### src/rtl/retire_stage.sv
// In-order commit unit: retires the ROB head entry, updating the arch map and free list,
// issuing stores via a request/grant handshake, redirecting fetch on taken branches and latching halt.
module retire_stage #(
  parameter int XLEN  = 32,
  parameter int PR_W  = 6,
  parameter int CNT_W = 32
) (
  input  logic             clock,
  input  logic             reset,
  input  logic             head_complete,
  input  logic             head_t_valid,
  input  logic [PR_W-1:0]  head_t_idx,
  input  logic             head_t_old_valid,
  input  logic [PR_W-1:0]  head_t_old_idx,
  input  logic             head_halt,
  input  logic             head_wr_mem,
  input  logic [4:0]       head_dest_reg,
  input  logic [XLEN-1:0]  head_npc,
  input  logic [XLEN-1:0]  head_result,
  input  logic [XLEN-1:0]  head_rs2_value,
  input  logic             head_take_branch,
  output logic             retire_ack,
  output logic             amt_we,
  output logic [4:0]       amt_idx,
  output logic [PR_W-1:0]  amt_tag,
  output logic             fl_free_en,
  output logic [PR_W-1:0]  fl_free_tag,
  output logic             mem_req,
  output logic [XLEN-1:0]  mem_addr,
  output logic [XLEN-1:0]  mem_wdata,
  input  logic             mem_gnt,
  output logic             squash,
  output logic [XLEN-1:0]  squash_pc,
  output logic             halted,
  output logic [CNT_W-1:0] retired_count
);

  // state      | meaning
  // RUN        | retiring heads; stores leave for STORE_WAIT
  // STORE_WAIT | store request outstanding, head held until mem_gnt
  // HALTED     | halt retired; nothing more commits until reset
  localparam logic [1:0] RUN        = 2'd0;
  localparam logic [1:0] STORE_WAIT = 2'd1;
  localparam logic [1:0] HALTED     = 2'd2;

  logic [1:0] state;
  logic [1:0] state_nxt;
  logic       ack_raw;
  logic       issue_store;
  logic       set_squash;
  logic       npc_unused;

  // The link value was already written by the execute stage; PC+4 is not needed here.
  assign npc_unused = ^head_npc;

  always_comb begin
    state_nxt   = state;
    ack_raw     = 1'b0;
    issue_store = 1'b0;
    case (state)
      RUN: begin
        // The flush cycle blocks retirement of whatever now sits at the head.
        if (head_complete && !squash) begin
          if (head_halt) begin
            ack_raw   = 1'b1;
            state_nxt = HALTED;
          end else if (head_wr_mem) begin
            issue_store = 1'b1;
            state_nxt   = STORE_WAIT;
          end else begin
            ack_raw = 1'b1;
          end
        end
      end
      STORE_WAIT: begin
        if (mem_gnt) begin
          ack_raw   = 1'b1;
          state_nxt = RUN;
        end
      end
      HALTED: begin
        state_nxt = HALTED;
      end
      default: begin
        state_nxt = RUN;
      end
    endcase
  end

  // Gating with reset keeps every combinational output at zero while reset is held.
  assign retire_ack  = ack_raw & reset;
  assign amt_we      = retire_ack & head_t_valid & (head_dest_reg != 5'd0);
  assign amt_idx     = retire_ack ? head_dest_reg : 5'd0;
  assign amt_tag     = retire_ack ? head_t_idx : '0;
  assign fl_free_en  = retire_ack & head_t_old_valid;
  assign fl_free_tag = retire_ack ? head_t_old_idx : '0;

  assign set_squash  = retire_ack & head_take_branch & ~head_halt;

  always_ff @(posedge clock or negedge reset) begin
    if (!reset) begin
      state         <= RUN;
      mem_req       <= 1'b0;
      mem_addr      <= '0;
      mem_wdata     <= '0;
      squash        <= 1'b0;
      squash_pc     <= '0;
      halted        <= 1'b0;
      retired_count <= '0;
    end else begin
      state  <= state_nxt;
      squash <= set_squash;
      if (set_squash) begin
        squash_pc <= head_result;
      end
      if (retire_ack) begin
        retired_count <= retired_count + {{(CNT_W-1){1'b0}}, 1'b1};
      end
      if (state == RUN && state_nxt == HALTED) begin
        halted <= 1'b1;
      end
      if (issue_store) begin
        mem_req   <= 1'b1;
        mem_addr  <= head_result;
        mem_wdata <= head_rs2_value;
      end else if (state == STORE_WAIT && mem_gnt) begin
        mem_req <= 1'b0;
      end
    end
  end

endmodule
### config.mk
export PLATFORM = sky130hd
export DESIGN_NAME = retire_stage
export DESIGN_NICKNAME = d
export VERILOG_FILES = /design/src/rtl/retire_stage.sv
export SDC_FILE = /design/constraint.sdc
export NUM_CORES = 1
export LEC_CHECK = 0
export CAP_MARGIN = 5
export CELL_PAD_IN_SITES_DETAIL_PLACEMENT = 1
export CELL_PAD_IN_SITES_GLOBAL_PLACEMENT = 1
export CORE_UTILIZATION = 33
export CTS_CLUSTER_SIZE = 14
export DETAILED_ROUTE_END_ITERATION = 16
export PLACE_DENSITY = 0.95
export SYNTH_ARGS = -nofsm -noshare
export SYNTH_HDL_FRONTEND = slang
export SYNTH_SLANG_ARGS = --single-unit
### constraint.sdc
create_clock -name clock -period 4.42 [get_ports clock]
set_input_delay 0.884 -clock clock [delete_from_list [all_inputs] [get_ports clock]]
set_output_delay 0.884 -clock clock [all_outputs]
set_load 0.01 [all_outputs]
==> metrics.yaml <==
synth:
  synth_top_area_share_pct: 60.5
  synth.area.top_cells: "dfrtp_1 (61%), mux2_2 (20%), xor2_1 (4.9%), and2_1 (2.3%), nor4_1 (1.5%)"
  ys_seq_area_share_pct: 60.5
  ys_types: 31
  syn_area_um2: 5500
  ys_seq_elements: 133
  syn_inst: 388
  synth.net_count: 511
  ys.warnings.count: 0
  synth_area_leader_cell: "dfrtp_1"
  syn_area_per_cell_um2: 14.2
clock_tree:
  cts_made_buffers: 17
  post-cts-setup-buffer-count: 0
  htreeDepth: 4
  hold_buffers: 0
  cts_buffer_depth: 2
  clock-root-buffer: "clkbuf_16"
  insertion_delay_ps: 420
  cts.sinks: 133
  cts.clk_slew.worst_paths_ps: 60
  cts_tree: "built"
  cts_resized: 0
floorplanning:
  die_h_um: 131
  start_util_pct: 34.2
  rows: 46
  core_um2: 16100
  io_pins: 273
  die_w_um: 131
  die_area_um2: 17200
cells_and_area:
  layout-drive-gt1-share_pct: 21.4
  synthToLayoutAreaGrowth_pct: 59.1
  nets: 759
  fillers: 1597
  mostFrequentLayoutCell: "clkdlybuf4s50_1"
  multi_input_area_um2: 2050
  most-common-layout-cells: "clkdlybuf4s50_1 (239), dfrtp_1 (133), mux2_2 (97), xor2_1 (31), and2_1 (20)"
  regArea_um2: 3330
  diodes: 0
sta:
  fmax_mhz: 268
  finalMaxSlewViolations: 0
  rsz0062_at_grt: "false"
  setup_violations: 0
  period_share_pct: 84.4
  max_slew_margin_pct: 36.6
  fin_setup_tns_ps: 0
  finalWorstSetupSlack_ps: 691
  tightest_slew_ps: 951
  skew_ps: 8.72
  period_needed_ps: 3730
  hold_viol: 0
global_routing:
  grt_use_total_pct: 20.5
  grt_pass1_vias: 4650
  grt_antenna_before_repair: 0
  grt_pass1_wl_um: 26100
  gr-usage-met2_pct: 36.4
  gr-total-overflow: 0
  grt_use_met1_pct: 21.9
  use_met3_pct: 7.83
  busiest_layer: "met2"
  grt_max_degree: 77
status:
  outcome: "completed"
worst_setup_path:
  r2r_cells: 6
  cp_num_buf_inv: 3
  cp_data_arrival_time_ps: 2840
  timing.rr.end: "squash_pc[26]"
  crit_required_ps: 3540
  crit_path_end: "amt_we"
  worstSetupPathType: "input pin to primary output"
  cp_top_family: "buffers and inverters"
  r2r-start: "state[0]"
  endpoint_kind: "primary output"
  cp.depth: 7
  startpoint: "head_complete"
  slowest_stage: "clkdlybuf4s50_1"
  cp-start-kind: "input pin"
  crit_top_cell: "clkdlybuf4s50_1"
  worst_path_largest_cell_delay_ps: 550
  crit_chain: "clkdlybuf4s50_1 > nor4b_4 > a21boi_2 > nor2_1 > buf_4 > o311a_1 > clkdlybuf4s50_1"
  regToRegSetupSlack_ps: 2090
  crit_fanout: 22
detailed_routing:
  drt_iter0_drc: 116
  drcViolationCount: 0
  first_pass_iters: 4
  avgViaCountPerCell: 4.78
  finalWirelength_um: 16900
  detail-route-antenna-nets: 0
  wl_per_cell_um: 19.6
  vias: 4132
place:
  place_congestion: 0.761
  io_buffer_count: 240
  pre_cts_ws_ps: 680
  hpwl_um: 12500
hold_path:
  hp-start: "halted"
  hold_path_class: "flop to flop"
job:
  drv_cap: 0
pwr:
  power_density_nw_per_um2: 503
  p_leak_nw: 3.90
  vdd_drop_max_mv: 0.253
[cell families after synthesis]
kind of cell	count (synthesis)	share of synthesized area, %
flops	133	60.5
simple gates	100	11.4
mux	97	19.9
xor+xnor	31	4.94
buf+inv	21	2.25
compound gates	5	0.728
fa+ha+maj	1	0.228
[layout make-up]
class                           count  share of cell area [%]
Timing Repair Buffer              247                    28.1
Clock buffer                       21                    5.26
Multi-Input combinational cell    234                    23.4
Sequential cell                   133                    38.0
Tap cell                          216                    3.09
Clock inverter                     11                    2.00
Inverter                            3                   0.129
[state kept, by name (all words and copies together) (netlist names)]
register and count:
squash_pc 32, retired_count 32, state 2, halted 1, mem_wdata 32, squash 1, mem_addr 32, mem_req 1
[worst min-delay path by stage]
stage | cells past startpoint | slack (ps) | to
after floorplan | 1 | 490 | halted
after global placement | 1 | 450 | halted
after detailed placement | 1 | 450 | halted
after CTS | 1 | 470 | halted
after global routing | 1 | 470 | halted
final | 1 | 460 | halted
[layer usage]
layer	vias up	part of all wire (%)	routed length (um)
met5	-	0	0
met4	0	2.3	384
met3	28	8.0	1350
met2	156	53	8990
met1	2072	37	6210
li1	1876	-	-
[Yosys cell counts]
master      n
inv_1       3
dfrtp_1   133
a21boi_2    1
ha_1        1
or3_1       1
a21o_1      1
nand2_1    13
nor4_1     13
nor3b_1     3
buf_1       2
nor4b_1     5
mux2_2     97
nor2_1      3
nand3_1    11
nor3_1      8
and2_1     20
a31oi_1     1
buf_2       6
xor2_1     31
and3_1      4
clkbuf_1    5
buf_6       5
and4_1      6
nand3b_1    2
nand4_2     1
nor3_4      1
nor4b_4     1
o311a_1     1
nand2b_1    2
o21ai_0     1
nand4_1     6
[power breakdown]
part / total [W] / switching (W) / leakage (nW) / internal (W)
combinational: 0.00119 / 0.000433 / 1.87 / 0.000756
clock: 0.00151 / 0.000538 / 0.303 / 0.000977
sequential: 0.00169 / 0.000183 / 1.73 / 0.00151
[through the flow]
| step | utilization [%] | hold slack [ps] | total power (W) | instances | instance area, um2 |
|---|---|---|---|---|---|
| floorplan | - | 493 | 0.00207 | 388 | 5500 |
| CTS | 54.5 | 465 | 0.00446 | 865 | 8750 |
| global route | 54.5 | 471 | 0.00459 | 865 | 8750 |
| detailed placement | 50.5 | 450 | 0.00291 | 833 | 8110 |
| finish | 54.5 | 459 | 0.00440 | 865 | 8750 |
| global placement | 50.5 | 453 | 0.00282 | 833 | 8110 |
[worst reg2reg max path: stages (launching register included)]
cell,delay (ps)
dfrtp_1,430
nor4b_4,360
a21boi_2,110
buf_4,250
nor3_4,180
buf_4,450
mux2_2,430
Note: power is estimated with default switching activity, not from simulation.
